### config.mk
export PLATFORM = sky130hd
export DESIGN_NAME = match_controller_flat
export DESIGN_NICKNAME = d
export VERILOG_FILES = /design/src/rtl/match_pkg.sv /design/src/rtl/match_if.sv /design/src/rtl/match_judge.sv /design/src/rtl/match_controller.sv /design/src/flat_wrapper.sv
export SDC_FILE = /design/constraint.sdc
export NUM_CORES = 1
export LEC_CHECK = 0
export CORE_UTILIZATION = 50
export DETAILED_ROUTE_END_ITERATION = 7
export PLACE_DENSITY = 0.77
export SYNTH_ARGS = -nofsm -noshare
export SYNTH_HDL_FRONTEND = slang
export SYNTH_SLANG_ARGS = --single-unit
### constraint.sdc
create_clock -name clk -period 5.8 [get_ports clk]
set_clock_uncertainty 0.05 [all_clocks]
set_input_delay 1.16 -clock clk [delete_from_list [all_inputs] [get_ports clk]]
set_output_delay 1.16 -clock clk [all_outputs]
set_load 0.005 [all_outputs]
### src/rtl/match_pkg.sv
// Shared definitions for the match sequencer.
// Contents:
//   - state encoding (IDLE=0, INTRO=1, FIGHT=2, ROUND_END=3, MATCH_END=4) and the FSM enum
//   - default timing constants (ticks at the 20 Hz game_tick rate)
//   - winner_w(): width of a winner code (0 = none/draw, k = player k-1)
package match_pkg;

    localparam logic [2:0] STATE_IDLE      = 3'd0;
    localparam logic [2:0] STATE_INTRO     = 3'd1;
    localparam logic [2:0] STATE_FIGHT     = 3'd2;
    localparam logic [2:0] STATE_ROUND_END = 3'd3;
    localparam logic [2:0] STATE_MATCH_END = 3'd4;

    typedef enum logic [2:0] {
        StIdle     = STATE_IDLE,
        StIntro    = STATE_INTRO,
        StFight    = STATE_FIGHT,
        StRoundEnd = STATE_ROUND_END,
        StMatchEnd = STATE_MATCH_END
    } match_state_e;

    localparam int unsigned DEF_NUM_PLAYERS   = 2;
    localparam int unsigned DEF_HP_W          = 9;
    localparam int unsigned DEF_ROUNDS_TO_WIN = 2;
    localparam int unsigned DEF_INTRO_TICKS   = 60;
    localparam int unsigned DEF_ROUND_TICKS   = 1200;
    localparam int unsigned DEF_END_TICKS     = 40;
    localparam int unsigned DEF_HOLD_TICKS    = 40;

    // Winner codes need one extra value for "none/draw".
    function automatic int unsigned winner_w(input int unsigned n_players);
        return $clog2(n_players + 1);
    endfunction

endpackage

### src/rtl/match_if.sv
// Bundle of the match controller's game-side signals.
// master: drives game_tick, health, start_btn, reset_req; observes the status outputs.
// slave : the match controller (consumes the inputs, drives state, play_enable, round_reset,
//         time_left, round_winner, match_winner, round_wins).
interface match_if
    import match_pkg::*;
#(
    parameter int unsigned NUM_PLAYERS = DEF_NUM_PLAYERS,
    parameter int unsigned HP_W        = DEF_HP_W,
    parameter int unsigned ROUND_TICKS = DEF_ROUND_TICKS
);
    localparam int unsigned WW = winner_w(NUM_PLAYERS);
    localparam int unsigned TW = $clog2(ROUND_TICKS + 1);

    logic                        game_tick;
    logic [NUM_PLAYERS*HP_W-1:0] health;
    logic                        start_btn;
    logic                        reset_req;
    logic [2:0]                  state;
    logic                        play_enable;
    logic                        round_reset;
    logic [TW-1:0]               time_left;
    logic [WW-1:0]               round_winner;
    logic [WW-1:0]               match_winner;
    logic [NUM_PLAYERS*2-1:0]    round_wins;

    modport master (
        output game_tick, health, start_btn, reset_req,
        input  state, play_enable, round_reset, time_left, round_winner, match_winner,
               round_wins
    );

    modport slave (
        input  game_tick, health, start_btn, reset_req,
        output state, play_enable, round_reset, time_left, round_winner, match_winner,
               round_wins
    );

endinterface

### src/rtl/match_judge.sv
// Combinational round judge.
// Ports:
//   health : packed per-player health, player 0 in the LSBs
//   winner : k = player k-1 holds the unique strictly highest non-zero health;
//            0 when that maximum is shared or every player is at zero
module match_judge
    import match_pkg::*;
#(
    parameter int unsigned NUM_PLAYERS = DEF_NUM_PLAYERS,
    parameter int unsigned HP_W        = DEF_HP_W
) (
    input  logic [NUM_PLAYERS*HP_W-1:0]      health,
    output logic [winner_w(NUM_PLAYERS)-1:0] winner
);
    localparam int unsigned WW = winner_w(NUM_PLAYERS);

    logic [HP_W-1:0] best;
    logic [HP_W-1:0] h;
    logic [WW-1:0]   best_id;
    logic [WW-1:0]   n_best;

    always_comb begin
        best    = '0;
        best_id = '0;
        n_best  = '0;
        h       = '0;
        // Starting from best=0 means zero-health players can never become the leader.
        for (int i = 0; i < int'(NUM_PLAYERS); i++) begin
            h = health[i*HP_W +: HP_W];
            if (h > best) begin
                best    = h;
                best_id = WW'(i + 1);
                n_best  = WW'(1);
            end else if (h == best && h != '0) begin
                n_best = n_best + 1'b1;
            end
        end
        winner = (best != '0 && n_best == WW'(1)) ? best_id : '0;
    end

endmodule

### src/rtl/match_controller.sv
// Match sequencer: intro countdown, timed fight rounds, KO/time-out judging, best-of-N tally,
// match end and hold-to-restart. All progress is gated by the 1-cycle game_tick strobe, except
// round_reset which is a single-clk pulse on the edge that enters INTRO.
// Ports:
//   clk   : system clock
//   reset : asynchronous active-low reset
//   bus   : match_if.slave (game_tick, health, start_btn, reset_req in;
//           state, play_enable, round_reset, time_left, round_winner, match_winner,
//           round_wins out)
module match_controller
    import match_pkg::*;
#(
    parameter int unsigned NUM_PLAYERS   = DEF_NUM_PLAYERS,
    parameter int unsigned HP_W          = DEF_HP_W,
    parameter int unsigned ROUNDS_TO_WIN = DEF_ROUNDS_TO_WIN,
    parameter int unsigned INTRO_TICKS   = DEF_INTRO_TICKS,
    parameter int unsigned ROUND_TICKS   = DEF_ROUND_TICKS,
    parameter int unsigned END_TICKS     = DEF_END_TICKS,
    parameter int unsigned HOLD_TICKS    = DEF_HOLD_TICKS
) (
    input  logic    clk,
    input  logic    reset,
    match_if.slave  bus
);
    localparam int unsigned WW     = winner_w(NUM_PLAYERS);
    localparam int unsigned TW     = $clog2(ROUND_TICKS + 1);
    localparam int unsigned PH_MAX = (INTRO_TICKS > END_TICKS) ? INTRO_TICKS : END_TICKS;
    localparam int unsigned CW     = $clog2(PH_MAX + 1);
    localparam int unsigned HW     = $clog2(HOLD_TICKS + 1);

    match_state_e             state_q;
    logic [CW-1:0]            phase_cnt_q;
    logic [HW-1:0]            hold_cnt_q;
    logic [TW-1:0]            time_left_q;
    logic [WW-1:0]            round_winner_q;
    logic [WW-1:0]            match_winner_q;
    logic [NUM_PLAYERS*2-1:0] round_wins_q;
    logic                     round_reset_q;

    logic [WW-1:0]            judge_winner;
    logic                     any_ko;
    logic [NUM_PLAYERS*2-1:0] wins_credited;
    logic [WW-1:0]            match_leader;
    logic                     hold_fire;
    logic                     new_match;
    logic                     next_round;
    logic                     enter_intro;

    match_judge #(
        .NUM_PLAYERS (NUM_PLAYERS),
        .HP_W        (HP_W)
    ) u_judge (
        .health (bus.health),
        .winner (judge_winner)
    );

    always_comb begin
        any_ko        = 1'b0;
        wins_credited = round_wins_q;
        match_leader  = '0;
        for (int i = 0; i < int'(NUM_PLAYERS); i++) begin
            if (bus.health[i*HP_W +: HP_W] == '0) begin
                any_ko = 1'b1;
            end
            // Per-player win counters saturate at 3.
            if (judge_winner == WW'(i + 1) && round_wins_q[2*i +: 2] != 2'd3) begin
                wins_credited[2*i +: 2] = round_wins_q[2*i +: 2] + 2'd1;
            end
            if (round_wins_q[2*i +: 2] >= 2'(ROUNDS_TO_WIN)) begin
                match_leader = WW'(i + 1);
            end
        end
    end

    always_comb begin
        // The hold counter keeps counting through the firing tick, so it sits at HOLD_TICKS
        // afterwards and cannot re-fire until reset_req is released.
        hold_fire   = bus.game_tick && bus.reset_req && (hold_cnt_q == HW'(HOLD_TICKS - 1));
        new_match   = hold_fire || (bus.game_tick && state_q == StIdle && bus.start_btn);
        next_round  = bus.game_tick && !hold_fire && state_q == StRoundEnd &&
                      phase_cnt_q == CW'(END_TICKS - 1) && match_leader == '0;
        enter_intro = new_match || next_round;
    end

    always_ff @(posedge clk or negedge reset) begin
        if (!reset) begin
            state_q        <= StIdle;
            phase_cnt_q    <= '0;
            hold_cnt_q     <= '0;
            time_left_q    <= TW'(ROUND_TICKS);
            round_winner_q <= '0;
            match_winner_q <= '0;
            round_wins_q   <= '0;
            round_reset_q  <= 1'b0;
        end else begin
            round_reset_q <= 1'b0;
            if (bus.game_tick) begin
                if (!bus.reset_req) begin
                    hold_cnt_q <= '0;
                end else if (hold_cnt_q != HW'(HOLD_TICKS)) begin
                    hold_cnt_q <= hold_cnt_q + 1'b1;
                end

                if (enter_intro) begin
                    state_q        <= StIntro;
                    phase_cnt_q    <= '0;
                    time_left_q    <= TW'(ROUND_TICKS);
                    round_winner_q <= '0;
                    // Guards against back-to-back pulses when ticks arrive on adjacent cycles.
                    round_reset_q  <= ~round_reset_q;
                    if (new_match) begin
                        round_wins_q   <= '0;
                        match_winner_q <= '0;
                    end
                end else begin
                    case (state_q)
                        StIntro: begin
                            if (phase_cnt_q == CW'(INTRO_TICKS - 1)) begin
                                state_q     <= StFight;
                                phase_cnt_q <= '0;
                                time_left_q <= TW'(ROUND_TICKS);
                            end else begin
                                phase_cnt_q <= phase_cnt_q + 1'b1;
                            end
                        end
                        StFight: begin
                            time_left_q <= time_left_q - 1'b1;
                            if (any_ko || time_left_q == TW'(1)) begin
                                state_q        <= StRoundEnd;
                                phase_cnt_q    <= '0;
                                round_winner_q <= judge_winner;
                                round_wins_q   <= wins_credited;
                            end
                        end
                        StRoundEnd: begin
                            // Reaching the last tick here without enter_intro means a leader exists.
                            if (phase_cnt_q == CW'(END_TICKS - 1)) begin
                                state_q        <= StMatchEnd;
                                match_winner_q <= match_leader;
                            end else begin
                                phase_cnt_q <= phase_cnt_q + 1'b1;
                            end
                        end
                        StIdle, StMatchEnd: ;
                        default: state_q <= StIdle;
                    endcase
                end
            end
        end
    end

    assign bus.state        = state_q;
    assign bus.play_enable  = (state_q == StFight);
    assign bus.round_reset  = round_reset_q;
    assign bus.time_left    = time_left_q;
    assign bus.round_winner = round_winner_q;
    assign bus.match_winner = match_winner_q;
    assign bus.round_wins   = round_wins_q;

endmodule

### src/flat_wrapper.sv
// flat-port wrapper written by rule: the top's interface ports become plain ports
module match_controller_flat import match_pkg::*;
#(
    parameter int unsigned NUM_PLAYERS   = DEF_NUM_PLAYERS,
    parameter int unsigned HP_W          = DEF_HP_W,
    parameter int unsigned ROUNDS_TO_WIN = DEF_ROUNDS_TO_WIN,
    parameter int unsigned INTRO_TICKS   = DEF_INTRO_TICKS,
    parameter int unsigned ROUND_TICKS   = DEF_ROUND_TICKS,
    parameter int unsigned END_TICKS     = DEF_END_TICKS,
    parameter int unsigned HOLD_TICKS    = DEF_HOLD_TICKS
)
  (clk, reset, bus_game_tick, bus_health, bus_start_btn, bus_reset_req, bus_state, bus_play_enable, bus_round_reset, bus_time_left, bus_round_winner, bus_match_winner, bus_round_wins);
  match_if #(.NUM_PLAYERS(NUM_PLAYERS), .HP_W(HP_W), .ROUND_TICKS(ROUND_TICKS)) bus_i ();
  input  logic clk;
  input  logic reset;
  input wire logic [$bits(bus_i.game_tick)-1:0] bus_game_tick;
  input wire logic [$bits(bus_i.health)-1:0] bus_health;
  input wire logic [$bits(bus_i.start_btn)-1:0] bus_start_btn;
  input wire logic [$bits(bus_i.reset_req)-1:0] bus_reset_req;
  output wire logic [$bits(bus_i.state)-1:0] bus_state;
  output wire logic [$bits(bus_i.play_enable)-1:0] bus_play_enable;
  output wire logic [$bits(bus_i.round_reset)-1:0] bus_round_reset;
  output wire logic [$bits(bus_i.time_left)-1:0] bus_time_left;
  output wire logic [$bits(bus_i.round_winner)-1:0] bus_round_winner;
  output wire logic [$bits(bus_i.match_winner)-1:0] bus_match_winner;
  output wire logic [$bits(bus_i.round_wins)-1:0] bus_round_wins;
  assign bus_i.game_tick = bus_game_tick;
  assign bus_i.health = bus_health;
  assign bus_i.start_btn = bus_start_btn;
  assign bus_i.reset_req = bus_reset_req;
  assign bus_state = bus_i.state;
  assign bus_play_enable = bus_i.play_enable;
  assign bus_round_reset = bus_i.round_reset;
  assign bus_time_left = bus_i.time_left;
  assign bus_round_winner = bus_i.round_winner;
  assign bus_match_winner = bus_i.match_winner;
  assign bus_round_wins = bus_i.round_wins;
  match_controller #(.NUM_PLAYERS(NUM_PLAYERS), .HP_W(HP_W), .ROUNDS_TO_WIN(ROUNDS_TO_WIN), .INTRO_TICKS(INTRO_TICKS), .ROUND_TICKS(ROUND_TICKS), .END_TICKS(END_TICKS), .HOLD_TICKS(HOLD_TICKS)) u_core (.clk(clk), .reset(reset), .bus(bus_i));
endmodule
Yosys cells after proc, flatten, opt, wreduce, memory -nomap -nowiden
Index checks and enable logic that the tools add are counted.
{ "totals": {"regBits": 35} }
{ "classes": {"addsub": 6, "order_cmp": 4, "eq_ne": 22, "muxes": 43, "bitwise": 1, "reduce_logical": 41} }
{ "ops": {"columns": ["cell", "n"], "rows": [
  ["2-to-1 mux 6 bit", 6],
  ["2-to-1 mux 2 bit", 14],
  ["nonzero test 9 bit", 3],
  ["2-to-1 mux 11 bit", 2],
  ["one-hot mux 11 bit (2 select lines)", 1],
  ["== test 6 bit (second input constant)", 3],
  ["zero test 9 bit", 2],
  ["2-to-1 mux 9 bit", 2],
  ["one-hot mux 6 bit (3 select lines)", 1],
  ["2-to-1 mux 4 bit", 4],
  ["AND reduction 5 bit", 3],
  ["logical AND 1 bit", 13],
  ["adder 6 x 1 -> 6 bit (second input constant)", 2],
  ["2-to-1 mux 3 bit", 4],
  ["one-hot mux 3 bit (4 select lines)", 1],
  ["nonzero test 2 bit", 6],
  ["== test 11 x 1 -> 1 bit (second input constant)", 1],
  ["subtractor 11 x 1 -> 11 bit (second input constant)", 1],
  ["== test 9 bit", 1],
  ["> comparator 9 x 1 -> 1 bit (second input constant)", 1],
  ["> comparator 9 bit", 1],
  ["2-to-1 mux 1 bit", 8],
  ["AND reduction 4 bit", 2],
  ["adder 2 x 1 -> 2 bit (second input constant)", 3],
  ["other kinds (21)", 32]
]} }

Logic depth before layout (Yosys ltp)
{ "logic_depth": {"word_depth": 16, "ltp_mapped": 10, "mapped_depth_nobuf": 10} }

Cells and area by module
A second synthesis with hierarchy kept.
{ "unflattened": {"cells_unflattened": 320, "area_unflattened_um2": 2686.3} }
{ "by_module_without_submodules": {"columns": ["mod", "n_inst", "cells_per_inst", "area_per_inst_um2", "seq_area_each_um2"], "rows": [
  ["match_controller", 1, 274, 2379.8, 880.8],
  ["match_judge", 1, 46, 306.5, 0.0]
]} }

Worst setup path before layout
No wires, ideal clock.
{ "synth_path": {"path_kind": "input to register", "from": "input bus_health[6]", "to": "register u_core.round_wins_q[0] (netlist: u_core.bus.round_wins[0])", "setup_time_ps": 147, "arrival_ps": 3091, "required_time_ps": 5603, "setup_slack_ps": 2512, "path_stages": 10, "path_cell_list": "inv_1 -> ha_1 -> nand4_1 -> nor3_1 -> and2_1 -> ha_1 -> nor4b_1 -> o211ai_1 -> a2111oi_0 -> mux2i_1"} }
{ "synth_between": {"elab_chain_len": 14} }
{ "synth_rtl": {"columns": ["element", "line_no", "rtl"], "rows": [
  ["start, declared", "flat_wrapper.sv:17", "input wire logic [$bits(bus_i.health)-1:0] bus_health;"],
  ["parallel branches: the longest is 13 deep, another holds > comparator 9 x 1 -> 1 bit", null, null],
  ["AND reduction 5 bit (no source line) (*)", null, null],
  ["end signal, assigned", "match_controller.sv:132", "round_wins_q <= wins_credited;"],
  ["end, declared", "match_controller.sv:37", "logic [NUM_PLAYERS*2-1:0] round_wins_q;"]
]} }
Mark *: on every way between the ends.
A chain may end at the register's enable or synchronous reset.

Final worst setup path
Ends and elaborated chain as after synthesis.

==> impl_metrics.toml <==
[die]
rows = 25
io_pins = 47
die_width_um = 71.93
dieArea_mm2 = 0.005173
die_h_um = 71.93
fp.coreArea_mm2 = 0.004723
start_util_pct = 51.76

[grt]
grt_start_max_net_pins = 36
grt-ovfl-total = 0
track_usage_pct = 23.64
grt_pass1_vias = 2190
antenna_found_initial = 0
grt_pass1_wl_um = 9735

[clocking]
cts.path.max_buffers = 2
cts-resized-gates = 0
path_clk_slew_ns = 0.08
cts_buffers = 5
clock-sinks = 35
cts_setup_buffers = 0
clk_latency_ns = 0.29
ctsHoldBuffers = 0
tritoncts = "built"
h-tree-depth = 2
root_buffer = "clkbuf_8"

[synthesis]
synth_edf_count = 0
yosysTopAreaCell = "dfrtp_1"
ys_ff_latch = 35
avgSynthCellArea_um2 = 8.609
synth_flop_cell = "dfrtp_1"
async_reset_ff_share_pct = 100.0
syn_area_mm2 = 0.002445
yosysUniqueCellTypes = 51
synth_nets = 326
yosysSeqAreaShare_pct = 36.03
synth_common_cells = "31 x dfrtp_1, 31 x nand2_1, 28 x o21ai_0"
synth_top_area_share_pct = 31.73
yosys-top-cells-area = "dfrtp_1 32%, ha_1 9.7%, o21ai_0 5.7%"
synthCells = 284
yosys_warnings = 0

[place]
dp_hpwl_um = 4052
port-buffer-count = 46
gp_congestion = 0.8289

[final_layout]
nets = 373
drive_above_1_share_pct = 7.831
antenna_cells = 0
area_growth_pct = 25.43
finalCoreUtilization_pct = 64.93

[hold_path]
hold-path-endpoint = "u_core.bus.round_reset"
hp-start = "u_core.bus.round_reset"
holdCritPathClass = "flop to flop"
min_path_cells = 1

[drt]
vias = 2239
drtPass1Iterations = 4
drc = 0
routed_wl_um = 5490
wl_per_cell_um = 13.76
drt_first_iter_violations = 151
avgViaCountPerCell = 5.612
ant_nets = 0

[pwr]
combPwrFrac_pct = 44.0
power_frac_clock_pct = 18.4
power.total_mw = 1.218
ir_worst_vdd_uv = 298.7
p_leak_nw = 1.302
switchingPower_uw = 462.5
p_per_area_mw_per_mm2 = 397.2
swShare_pct = 37.97
p_int_uw = 755.6
seq_power_share_pct = 37.6

[worst_setup_path]
rr_worst_depth = 6
slowest_stage = "a2111oi_0"
reg2reg_from = "u_core.bus.state[2]"
r2r_end = "u_core.bus.time_left[9]"
start_kind = "input pin"
cp.arrival_ns = 4.05
crit_family = "compound AO/OA/AOI/OAI gates"
critPathKind = "input pin to flop"
crit_path_max_incr_delay_ns = 0.87
required_ns = 5.90
path_buf_inv = 2
cp-end-kind = "flop"
rrSetupSlack_ns = 2.79
crit_top_cell = "a2111oi_0"
crit_path_cell_trace = "clkdlybuf4s50_1 > inv_1 > ha_1 > a211oi_1 > nor2_1 > a2111oi_0 > o211ai_1 > a2111oi_0 > mux2i_1"
critPathMaxFanout = 4

[timing]
min_period_ns = 3.956
rsz0062_at_grt = "no"
relSlewSlack_pct = 22.90
setup_viol = 0
slew_viol_final = 0
finalHoldViolCount = 0
worst_pin_slew_ns = 1.144
max_freq_ghz = 0.2528
whs_ns = 0.3735
fin_crit_sh_pct = 68.21
setup_tns_ns = 0

[status]
status = "completed"

[job]
maxCapViolCount = 0
==> layout make-up <==
cell class	instances	area, µm²
multi-input combinational	217	1428
clock inverter	3	43.79
sequential	35	880.8
tap	67	83.83
fill	407	1657
inverter	25	93.84
clock buffer	5	68.82
timing repair buffer	47	467.9
==> placed cells by master (no fill, tap or decap), types with 5 or more instances in the layout <==
cell type / instances
o21ai_0: 28
nand2b_1: 7
a21oi_1: 9
nand3_1: 15
dfrtp_1: 31
nor3_1: 18
clkbuf_8: 5
nor2_1: 17
nand4_1: 5
ha_1: 19
clkdlybuf4s50_1: 46
inv_1: 25
nand2_1: 31
==> routing by layer <==
metal	track usage, %	up-vias	part of all wire (%)
met5	0	-	0
met4	7.190	0	1.2
met3	4.028	8	3.5
met2	38.68	50	46
met1	32.32	1053	50
li1	-	1128	-
==> state kept, by name, indices dropped and copies added, names as in the netlist <==
name	cells
u_core.bus.state	3
u_core.bus.match_winner	2
u_core.bus.round_winner	2
u_core.bus.round_wins	4
u_core.hold_cnt_q	6
u_core.bus.round_reset	1
u_core.phase_cnt_q	6
u_core.bus.time_left	11
==> per-stage QoR <==
step | instance area (µm²) | std cells | worst slack (ns)
6_report | 3067 | 399 | 1.844
5_1_grt | 3067 | 399 | 1.475
4_1_cts | 3067 | 399 | 1.854
3_5_place_dp | 2954 | 391 | 1.650
3_3_place_gp | 2954 | 391 | 1.747
2_1_floorplan | 2445 | 284 | 2.512
==> kinds of logic (layout without fill, tap and decap cells) <==
| kind of cell | count (synthesis) | in the layout | share of synthesized area [%] |
|---|---|---|---|
| simple gates | 125 | 125 | 27.07 |
| flops | 35 | 35 | 36.03 |
| compound gates | 67 | 67 | 18.99 |
| buf+inv | 32 | 80 | 5.578 |
| mux | 6 | 6 | 2.610 |
| fa+ha+maj | 19 | 19 | 9.724 |
==> worst max-delay path by stage <==
stage                        startpoint                        to  slack, ns  depth (start not counted)
after floorplan           bus_health[6]  u_core.bus.round_wins[0]       2.51                         10
after global placement    bus_health[4]  u_core.bus.round_wins[0]       1.75                          9
after detailed placement  bus_health[4]  u_core.bus.round_wins[0]       1.65                          9
after CTS                 bus_health[8]  u_core.bus.round_wins[0]       1.85                         11
after global routing      bus_health[8]  u_core.bus.round_wins[0]       1.48                         11
final                     bus_health[6]  u_core.bus.round_wins[0]       1.84                          9
==> power groups by stage <==
stage               sequential, mW  clock (mW)  combinational, mW
floorplan                    0.442           0              0.314
global placement             0.459           0              0.528
detailed placement           0.461           0              0.531
CTS                          0.458       0.229              0.536
global route                 0.479       0.237              0.608
finish                       0.458       0.224              0.535
(Power assumes the default switching activity.)
